### src/rtl/dcache_pkg.sv
// ============================================================================
//  Module      : dcache_pkg
//  Description : Shared types, field widths and helpers for the write-through
//                data cache.
//  Revision    : 1.0 - initial release
// ============================================================================
`default_nettype none

package dcache_pkg;

   typedef enum logic [1:0] {
      IDLE  = 2'd0,
      RMISS = 2'd1,
      WRITE = 2'd2,
      WDONE = 2'd3
   } state_t;

   localparam int TAG_W      = 2;
   localparam int OFF_W      = 2;
   localparam int LINE_WORDS = 4;
   localparam int WORD_W     = 32;
   localparam int LINE_W     = LINE_WORDS * WORD_W;

   // Select one word of a cache line or memory block by word offset.
   function automatic logic [WORD_W-1:0] line_word(input logic [LINE_W-1:0] line,
                                                   input logic [OFF_W-1:0]  off);
      return line[off*WORD_W +: WORD_W];
   endfunction

   // Word offset field (lowest address bits).
   function automatic logic [OFF_W-1:0] addr_off(input logic [OFF_W-1:0] low_bits);
      return low_bits;
   endfunction

   // Block-aligned address: clear the word offset field.
   function automatic logic [OFF_W-1:0] blk_off();
      return '0;
   endfunction

endpackage

`default_nettype wire

### src/rtl/dcache_array.sv
// ============================================================================
//  Module      : dcache_array
//  Description : Valid/tag/data storage for a direct-mapped cache with a
//                combinational lookup, a line-fill port and a word-update port.
//  Revision    : 1.0 - initial release
// ============================================================================
`default_nettype none

module dcache_array
   import dcache_pkg::*;
#(
   parameter int IDX_W = 3
) (
   input  logic              clk,
   input  logic              rst,
   // lookup
   input  logic [IDX_W-1:0]  lk_idx,
   input  logic [TAG_W-1:0]  lk_tag,
   input  logic [OFF_W-1:0]  lk_off,
   output logic              hit,
   output logic [WORD_W-1:0] word,
   // whole-line fill
   input  logic              fill_en,
   input  logic [IDX_W-1:0]  fill_idx,
   input  logic [TAG_W-1:0]  fill_tag,
   input  logic [LINE_W-1:0] fill_line,
   // single-word update
   input  logic              upd_en,
   input  logic [IDX_W-1:0]  upd_idx,
   input  logic [OFF_W-1:0]  upd_off,
   input  logic [WORD_W-1:0] upd_word
);

   localparam int LINES = 1 << IDX_W;

   logic [LINES-1:0]  valid;
   logic [TAG_W-1:0]  tag_mem  [LINES];
   logic [LINE_W-1:0] data_mem [LINES];

   // Valid bits are the only reset state: clearing them discards any partial fill.
   always_ff @(posedge clk or posedge rst) begin
      if (rst) begin
         valid <= '0;
      end else if (fill_en) begin
         valid[fill_idx] <= 1'b1;
      end
   end

   // Tag and data storage; contents are meaningless until the valid bit is set.
   always_ff @(posedge clk) begin
      if (fill_en) begin
         tag_mem[fill_idx]  <= fill_tag;
         data_mem[fill_idx] <= fill_line;
      end else if (upd_en) begin
         data_mem[upd_idx][upd_off*WORD_W +: WORD_W] <= upd_word;
      end
   end

   // Combinational lookup of the addressed line.
   always_comb begin
      hit  = valid[lk_idx] && (tag_mem[lk_idx] == lk_tag);
      word = line_word(data_mem[lk_idx], lk_off);
   end

endmodule

`default_nettype wire

### src/rtl/dcache_wt.sv
// ============================================================================
//  Module      : dcache_wt
//  Description : Direct-mapped, write-through, no-write-allocate data cache
//                with saturating read hit/miss counters.
//  Revision    : 1.0 - initial release
// ============================================================================
`default_nettype none

module dcache_wt
   import dcache_pkg::*;
#(
   parameter int IDX_W = 3,
   parameter int CNT_W = 16
) (
   input  logic                           clk,
   input  logic                           rst,
   input  logic                           proc_CEN,
   input  logic                           proc_WEN,
   input  logic                           proc_OEN,
   input  logic [TAG_W+IDX_W+OFF_W-1:0]   proc_A,
   input  logic [WORD_W-1:0]              proc_wdata,
   output logic [WORD_W-1:0]              proc_rdata,
   output logic                           proc_stall,
   output logic                           mem_read,
   output logic                           mem_write,
   output logic [TAG_W+IDX_W+OFF_W-1:0]   mem_addr,
   output logic [WORD_W-1:0]              mem_wdata,
   input  logic [LINE_W-1:0]              mem_rdata,
   input  logic                           mem_ready,
   output logic [CNT_W-1:0]               hit_cnt,
   output logic [CNT_W-1:0]               miss_cnt
);

   localparam int ADDR_W = TAG_W + IDX_W + OFF_W;

   state_t              state;
   state_t              state_nx;
   logic                req_wr;
   logic                req_rd;
   logic [TAG_W-1:0]    a_tag;
   logic [IDX_W-1:0]    a_idx;
   logic [OFF_W-1:0]    a_off;
   logic                lk_hit;
   logic [WORD_W-1:0]   lk_word;
   logic                hit_ev;
   logic                miss_ev;
   logic                fill_en;
   logic                upd_en;

   // A store wins over a load when both enables are low.
   assign req_wr = !proc_CEN && !proc_WEN;
   assign req_rd = !proc_CEN &&  proc_WEN && !proc_OEN;
   assign a_tag  = proc_A[ADDR_W-1 -: TAG_W];
   assign a_idx  = proc_A[OFF_W +: IDX_W];
   assign a_off  = addr_off(proc_A[OFF_W-1:0]);

   dcache_array #(
      .IDX_W (IDX_W)
   ) u_array (
      .clk       (clk),
      .rst       (rst),
      .lk_idx    (a_idx),
      .lk_tag    (a_tag),
      .lk_off    (a_off),
      .hit       (lk_hit),
      .word      (lk_word),
      .fill_en   (fill_en),
      .fill_idx  (a_idx),
      .fill_tag  (a_tag),
      .fill_line (mem_rdata),
      .upd_en    (upd_en),
      .upd_idx   (a_idx),
      .upd_off   (a_off),
      .upd_word  (proc_wdata)
   );

   // State register.
   always_ff @(posedge clk or posedge rst) begin
      if (rst) state <= IDLE;
      else     state <= state_nx;
   end

   // Next-state, processor-side outputs and array write strobes.
   always_comb begin
      state_nx   = state;
      proc_stall = 1'b0;
      proc_rdata = '0;
      hit_ev     = 1'b0;
      miss_ev    = 1'b0;
      fill_en    = 1'b0;
      upd_en     = 1'b0;
      case (state)
         IDLE: begin
            if (req_wr) begin
               proc_stall = 1'b1;
               state_nx   = WRITE;
            end else if (req_rd) begin
               if (lk_hit) begin
                  proc_rdata = lk_word;
                  hit_ev     = 1'b1;
               end else begin
                  proc_stall = 1'b1;
                  miss_ev    = 1'b1;
                  state_nx   = RMISS;
               end
            end
         end
         RMISS: begin
            proc_stall = 1'b1;
            if (mem_ready) begin
               fill_en  = 1'b1;
               state_nx = IDLE;
            end
         end
         WRITE: begin
            proc_stall = 1'b1;
            if (mem_ready) begin
               upd_en   = lk_hit;
               state_nx = WDONE;
            end
         end
         // WDONE lets the processor retire the store without reissuing it.
         WDONE: state_nx = IDLE;
         default: state_nx = IDLE;
      endcase
   end

   // Registered memory interface, launched on leaving IDLE and dropped on ready.
   always_ff @(posedge clk or posedge rst) begin
      if (rst) begin
         mem_read  <= 1'b0;
         mem_write <= 1'b0;
         mem_addr  <= '0;
         mem_wdata <= '0;
      end else begin
         case (state)
            IDLE: begin
               if (req_wr) begin
                  mem_write <= 1'b1;
                  mem_addr  <= proc_A;
                  mem_wdata <= proc_wdata;
               end else if (req_rd && !lk_hit) begin
                  mem_read  <= 1'b1;
                  mem_addr  <= {a_tag, a_idx, blk_off()};
               end
            end
            RMISS:   if (mem_ready) mem_read  <= 1'b0;
            WRITE:   if (mem_ready) mem_write <= 1'b0;
            default: ;
         endcase
      end
   end

   // Saturating read hit/miss counters.
   always_ff @(posedge clk or posedge rst) begin
      if (rst) begin
         hit_cnt  <= '0;
         miss_cnt <= '0;
      end else begin
         if (hit_ev  && (hit_cnt  != '1)) hit_cnt  <= hit_cnt  + 1'b1;
         if (miss_ev && (miss_cnt != '1)) miss_cnt <= miss_cnt + 1'b1;
      end
   end

endmodule

`default_nettype wire

### config.mk
export PLATFORM = sky130hd
export DESIGN_NAME = dcache_wt
export DESIGN_NICKNAME = d
export VERILOG_FILES = /design/src/rtl/dcache_pkg.sv /design/src/rtl/dcache_array.sv /design/src/rtl/dcache_wt.sv
export SDC_FILE = /design/constraint.sdc
export NUM_CORES = 1
export LEC_CHECK = 0
export CELL_PAD_IN_SITES_DETAIL_PLACEMENT = 1
export CELL_PAD_IN_SITES_GLOBAL_PLACEMENT = 1
export CORE_MARGIN = 3
export CORE_UTILIZATION = 31
export CTS_BUF_LIST = sky130_fd_sc_hd__clkbuf_16
export DETAILED_ROUTE_END_ITERATION = 6
export PLACE_DENSITY = 0.55
export RECOVER_POWER = 25
export SLEW_MARGIN = 20
export SYNTH_ARGS = -nofsm -noshare
export SYNTH_HDL_FRONTEND = slang
export SYNTH_SLANG_ARGS = --single-unit
export TNS_END_PERCENT = 1
### constraint.sdc
create_clock -name clk -period 4.6 [get_ports clk]
set_clock_uncertainty 0.15 [all_clocks]
set_input_delay 0.69 -clock clk [delete_from_list [all_inputs] [get_ports clk]]
set_output_delay 0.69 -clock clk [all_outputs]
set_load 0.02 [all_outputs]
==> summary.md, run 1 <==
| Metric | Value |
|---|---|
| Status | `complete, but fails checks` |
| Failing checks | `capacitance limit, slew limit` |
| CTS tree | `yes` |
| Worst hold path type | `in -> reg` |
| # clock sinks | `~1,100` |
| FF-to-FF path depth | `10` |
| Worst path depth | `9` |
| Initial core utilization | `0.315` |
| LEAKAGE | `19.1 nW` |
| CP top delay family | `simple AND/OR/NAND/NOR gates` |
| Place WS | `a little over 0.02 ns` |
| Vias in the first global route | `31,016` |
| Final critical-path share of the clock period | `0.973` |
| Final min period | `4.48 ns` |
| Syn Std Cell Area | `about 45,000 um^2` |
| Syn-to-layout area delta | `23.9%` |
| Count of cell types in the netlist | `61` |
| Initial antenna violation count | `11` |
| Cts bufs inserted | `between 100 and 150` |
| # IOs | `279` |
| Post-synth top area cell | `edfxtp_1` |
| Routed Antenna Nets | `0` |
| Clock transition at path regs | `0.06 ns` |
| Final setup violation count | `0` |
| DR WL met2 | `82,700 um` |
| P per Cell Area | `between 400 and 500 nW/um^2` |
| R2R setup slack | `~0.30 ns` |
| Worst-margin pin slew | `between 3 and 4 ns` |
| Max-cap violations | `5` |
| Synth async-reset ratio | `0.0739` |
| Post-Syn Nets | `about 3,300` |
| Fin. Hold Viols | `0` |
| CP dominant cell by count | `buf_4` |
| Setup WS post-layout | `0.124 ns` |
| Routed len/inst | `32.3 um` |
| Share of cells above drive strength 1 | `0.159` |
| Synth area leaders | `edfxtp_1 70%, dfrtp_1 4.6%, o22ai_1 3.7%` |
| Clk_lat worst skew | `between 0.7 and 0.8 ns` |
| DRC viols | `0` |
| Startpoint type of the worst setup path | `input port` |
| Routed wl met3 | `approximately 16,000 um` |
| Drt total wl | `between 150,000 and 200,000 um` |
| Syn Area/Cell | `14.4 um^2` |
| H-tree depth | `3` |
| Die W | `386 um` |
| Dpl cell area | `about 52,000 um^2` |
| Slew Limit Fails | `153` |
| CP Capture Point | `proc_rdata[16]` |
| Total power | `24.5 mW` |
| Hpwl dp | `around 120,000 um` |
| YS warnings | `0` |
| DR top layer | `met5` |
| Cells after Synth | `3,121` |
| Final Cell Area | `55,600 um^2` |
| Seq cells post-synth | `1,123` |
| Crit path buf inv count | `4` |
| Vias per std cell | `5.52` |
| Root buffer cell | `clkbuf_16` |
| Synth top area share | `0.696` |
| Die height | `386 um` |
| Via count | `30,721` |
| F_max | `between 200 and 250 MHz` |
| Filler cells | `14,711` |
| NumNets Final | `3,755` |
| Crit path arrival time | `approximately 3.6 ns` |
| Crit-path slowest cell | `dlygate4sd3_1` |
| Slew HR | `-1.10` |
| DRT met1 WL | `77,400 um` |
| DR pass1 iterations | `5` |
| Leading cell type in the layout, fill and taps excluded | `edfxtp_1` |
| CP required | `about 3.8 ns` |
| Hold Buf Count CTS | `0` |
| PortBufs | `278` |
| Post-synth top flop | `edfxtp_1` |
| First-pass GRT wire length | `248,000 um` |
| Clk buf depth | `3` |
| Die area | `149,000 um^2` |
| Setup TNS | `0 ns` |
| RSZ-0062 raised after global routing | `no` |
| Largest net degree at the start of global routing | `74` |
| Total gr overflow | `0` |
| Crit Path Class | `in -> out` |
| VDD IR max | `0.328 mV` |
| Commonest cells after routing, fill and taps aside | `1,040 x edfxtp_1, 263 x o22ai_1, 228 x o21ai_0` |
| Post-synth EDFFs | `1,040` |
| Worst path cell trace | `dlygate4sd3_1 -> or3_1 -> a211o_2 -> nor2_1 -> nand2_1 -> buf_4 -> nor3_1 -> buf_4 -> buf_4` |
| Worst-path fanout max | `13` |
| Critical Path End Type | `output port` |
| Initial DRC Count | `3,417` |
| Core Box Area | `143,000 um^2` |
| Sequential fraction of the synthesis area | `0.742` |
| R2r endpoint | `u_array.data_mem[5][95]` |
| FP Rows | `138` |
| CP Launch Point | `proc_A[5]` |
| GRT Overall Usage | `0.234` |
| CP max stage delay | `a little over 0.6 ns` |
| FF-to-FF Start | `u_array.tag_mem[4][0]` |
| Final GP Congestion | `0.828` |
-- power by group --
group | total, mW | switching (mW) | internal [mW]
clock | 9.54 | 4.13 | 5.41
combinational | 3.05 | 2.01 | 1.03
sequential | 12.0 | 0.211 | 11.7
-- sequential cells by signal, summed over array words and instances, names as in the netlist --
register          flops
u_array.data_mem   1024
mem_wdata            32
hit_cnt              16
miss_cnt             16
u_array.tag_mem      16
u_array.valid         8
mem_addr              7
state                 2
mem_read              1
mem_write             1
-- synthesized netlist by cell type (5+ instances only) --
cell type  count
a2111oi_0      6
a211oi_1      41
a21oi_1       84
a22oi_1        5
a2bb2oi_1      6
and2_1         5
and3_1         8
buf_1         24
buf_2         41
buf_4         13
clkbuf_1     131
dfrtp_1       83
edfxtp_1    1040
ha_1          12
inv_1        134
mux2_2        67
mux2i_1      110
mux4_2        13
nand2_1      209
nand2b_1       7
nand3_1      119
nand4_1        8
nor2_1       165
nor2b_1        5
nor3_1       106
nor3b_1        6
nor4_1        41
o211ai_1       9
o21ai_0      243
o221ai_1       9
o22a_1        26
o22ai_1      263
or2_2         11
xnor2_1       15
xor2_1        14
-- worst min path at each step --
stage	endpoint	from	slack, ns	cells after the start
3_3_place_gp	u_array.valid[0]	u_array.valid[0]	0.30	1
4_1_cts	mem_addr[3]	proc_A[3]	0.11	2
5_1_grt	mem_addr[3]	proc_A[3]	0.15	2
2_1_floorplan	u_array.valid[0]	u_array.valid[0]	0.29	1
3_5_place_dp	u_array.valid[6]	u_array.valid[6]	0.31	1
6_report	mem_addr[3]	proc_A[3]	0.16	2
-- layout make-up --
| type | instances | area (um^2) | area share |
|---|---|---|---|
| multi-input combinational | 1650 | 10400 | 0.188 |
| clock buffer | 121 | 3030 | 0.0545 |
| sequential | 1123 | 33300 | 0.599 |
| clock inverter | 100 | 790 | 0.0142 |
| antenna | 2 | 5.00 | 0.0000900 |
| inverter | 135 | 508 | 0.00914 |
| tap | 1890 | 2360 | 0.0425 |
| timing repair buffer | 540 | 5140 | 0.0924 |
-- timing repair --
item                       CTS  global route
pin swaps                    0             0
hold endpoints to repair     0             0
setup endpoints to repair    2             1
buffers inserted             0             0
gates resized for setup      2             1
-- cell families (layout without fill, tap and decap cells) --
logic type      count (synthesis)  in the layout  share of synthesized area
compound gates                714            714                     0.0959
mux                           192            192                     0.0484
other cells                     0              2                          0
flops                        1123           1123                      0.742
xor+xnor                       30             30                    0.00627
simple gates                  702            702                     0.0717
fa+ha+maj                      12             12                    0.00335
buf+inv                       348            896                     0.0323
-- worst register-to-register path, cell delays in order (launching register included) --
cell	delay, ns
edfxtp_1	0.37
mux2i_1	0.14
o22ai_1	0.10
or3_1	0.37
a211o_2	0.36
nor2_1	0.17
clkbuf_4	0.18
and4_2	0.22
clkbuf_2	0.94
buf_12	0.27
mux2i_1	0.74
-- through the flow --
step,std cells,hold slack [ns],utilization
2_1_floorplan,3121,0.289,-
3_3_place_gp,5338,0.305,0.365
3_5_place_dp,5338,0.306,0.365
4_1_cts,5559,0.113,0.391
5_1_grt,5559,0.152,0.390
6_report,5561,0.159,0.390
-- per-layer routing --
layer | track usage | vias up
met5 | 0 | -
met4 | 0.0550 | 4
met3 | 0.0482 | 193
met2 | 0.372 | 1348
met1 | 0.330 | 16307
li1 | - | 12869
No activity file was read; power rests on OpenSTA's default activity.
==> run 2, diff against run 1 <==
--- a/config.mk
+++ b/config.mk
@@ -11,8 +11,10 @@
 export CORE_UTILIZATION = 31
 export CTS_BUF_LIST = sky130_fd_sc_hd__clkbuf_16
 export DETAILED_ROUTE_END_ITERATION = 6
+export HOLD_SLACK_MARGIN = 0.15
 export PLACE_DENSITY = 0.55
 export RECOVER_POWER = 25
+export SKIP_CTS_REPAIR_TIMING = 1
 export SLEW_MARGIN = 20
 export SYNTH_ARGS = -nofsm -noshare
 export SYNTH_HDL_FRONTEND = slang
==> summary.md, run 2 (synthesized netlist as in run 1, its figures left out) <==
| Metric | Value |
|---|---|
| CP max stage delay | `0.61 ns (about the same)` |
| PortBufs | `278 (unchanged)` |
| First-pass GRT wire length | `248,000 um (about the same)` |
| Crit path buf inv count | `6 (+2)` |
| Largest regs | `u_array.data_mem (1024), mem_wdata (32)` |
| Routed len/inst | `32.3 um (about the same)` |
| Total power | `24.6 mW (about the same)` |
| DR pass1 iterations | `5 (unchanged)` |
| Cells after DPL | `5,338 (unchanged)` |
| P_sw | `6.37 mW (+0.13%)` |
| Status | `complete, but fails checks` |
| H-tree depth | `3 (unchanged)` |
| Critical Path End Type | `output port` |
| Commonest cells after routing, fill and taps aside | `1,040 x edfxtp_1, 263 x o22ai_1, 228 x o21ai_0` |
| Initial antenna violation count | `11 (unchanged)` |
| Drt total wl | `180,000 um (about the same)` |
| Root buffer cell | `clkbuf_16` |
| CP top delay family | `buffers and inverters` |
| Clk_lat worst skew | `0.74 ns (about the same)` |
| Slew HR | `-1.12 (-0.0119)` |
| Non-filler cells, final | `5,562 (+0.018%)` |
| Clk buf depth | `3 (unchanged)` |
| Core Box Area | `143,000 um^2 (unchanged)` |
| RSZ-0062 raised after global routing | `no` |
| GRT Overall Usage | `0.234 (about the same)` |
| Die W | `386 um (unchanged)` |
| Sw frac | `0.259 (about the same)` |
| Share of cells above drive strength 1 | `0.159 (unchanged)` |
| Startpoint type of the worst setup path | `input port` |
| Vias in the first global route | `31,001 (-0.048%)` |
| Crit-path slowest cell | `a211oi_1` |
| Initial DRC Count | `3,314 (-3.0%)` |
| Routed Antenna Nets | `0 (unchanged)` |
| Leading cell type in the layout, fill and taps excluded | `edfxtp_1` |
| F_max | `224 MHz (+0.37%)` |
| P per Cell Area | `442 nW/um^2 (about the same)` |
| LEAKAGE | `19.1 nW (unchanged)` |
| VDD IR max | `0.329 mV (+0.21%)` |
| Syn-to-layout area delta | `23.9% (about the same)` |
| # clock sinks | `1,123 (unchanged)` |
| Flop pwr share | `0.487 (about the same)` |
| Fin. Hold Viols | `0 (unchanged)` |
| Worst path cell trace | `clkbuf_8 -> buf_12 -> buf_4 -> nand2_4 -> buf_12 -> o22ai_1 -> nor3_1 -> o21a_1 -> a211oi_1 -> a211oi_2 -> buf_4 -> buf_4` |
| Via count | `30,651 (-0.23%)` |
| Clock transition at path regs | `0.06 ns (about the same)` |
| CP dominant cell by count | `buf_4` |
| Largest net degree at the start of global routing | `74 (unchanged)` |
| Worst-path fanout max | `29 (+16)` |
| Max-cap violations | `5 (unchanged)` |
| Comb pwr share | `0.124 (about the same)` |
| Hpwl dp | `117,000 um (unchanged)` |
| Final Cell Area | `55,600 um^2 (about the same)` |
| Cts bufs inserted | `120 (unchanged)` |
| Setup TNS | `0 ns (unchanged)` |
| Initial core utilization | `0.315 (unchanged)` |
| Clock Power Share | `0.389 (about the same)` |
| Worst-margin pin slew | `3.16 ns (+0.0177 ns)` |
| DRC viols | `0 (unchanged)` |
| Final GP Congestion | `0.828 (unchanged)` |
| CTS tree | `yes` |
| NumNets Final | `3,755 (unchanged)` |
| Dpl cell area | `52,000 um^2 (unchanged)` |
| Reg with most FFs | `u_array.data_mem` |
| Final setup violation count | `0 (unchanged)` |
| Die height | `386 um (unchanged)` |
| # IOs | `279 (unchanged)` |
| Worst hold path type | `in -> reg` |
| Slew Limit Fails | `161 (+5.2%)` |
| Max reg flops | `1,024 (unchanged)` |
| Final critical-path share of the clock period | `0.969 (-0.00360)` |
| CP required | `3.76 ns (about the same)` |
| Failing checks | `capacitance limit, slew limit` |
| Crit path arrival time | `3.62 ns (-0.02 ns)` |
| Die area | `149,000 um^2 (unchanged)` |
| P_int | `18.2 mW (about the same)` |
| Total gr overflow | `0 (unchanged)` |
| Vias per std cell | `5.51 (-0.25%)` |
| Final min period | `4.46 ns (-0.0166 ns)` |
| FP Rows | `138 (unchanged)` |
| Crit Path Class | `in -> out` |
-- run 2: cell types whose count changed in the layout (fill, tap and decap cells not counted), sizes merged --
cell,before,now
diode,2,3
-- run 2: final cells by class --
cell class,count,area (um^2)
inverters,135,508
clock inverters,100,790
flip-flops and latches,1123,33300
multi-input cells,1650,10400
well taps,1890,2360
fillers,14712,87000
repair buffers,540,5140
diodes,3,7.51
clock buffers,121,3030
-- run 2: final timing paths --
kind | startpoint | to | slack (ns) | cells after the start
worst max-delay path | proc_A[4] | proc_rdata[21] | 0.14 | 12
worst min-delay path | proc_A[3] | mem_addr[3] | 0.16 | 2
worst max register to register | u_array.tag_mem[4][0] | u_array.data_mem[0][44] | 0.24 | 10
worst min register to register | u_array.valid[6] | u_array.valid[6] | 0.32 | 1
max in group asynchronous | rst | mem_wdata[11] | 1.14 | 3
min in group asynchronous | rst | mem_addr[1] | 1.18 | 2
-- run 2: stage by stage --
stage               setup WS [ns]  utilization  hold WS [ns]
global placement          -0.0352        0.365         0.305
global route               0.0617        0.390         0.152
CTS                       -0.0667        0.391         0.113
finish                      0.141        0.390         0.159
detailed placement         0.0206        0.365         0.306
floorplan                  0.0634            -         0.289
-- run 2: power by group through the flow --
| stage | Sequential, mW | Clock (mW) | Combinational [mW] |
|---|---|---|---|
| after floorplan | 12.4 | 0 | 1.13 |
| after global placement | 12.2 | 0 | 3.13 |
| after detailed placement | 12.2 | 0 | 3.16 |
| after CTS | 12.0 | 9.68 | 3.17 |
| after global routing | 12.0 | 10.1 | 3.24 |
| final | 12.0 | 9.55 | 3.05 |
-- run 2: layer usage --
metal  global-route usage  vias up  wire [um]
li1                     -    12874          -
met1                0.329    16255      77700
met2                0.372     1329      82700
met3               0.0482      189      15400
met4               0.0550        4       3730
met5                    0        -         32
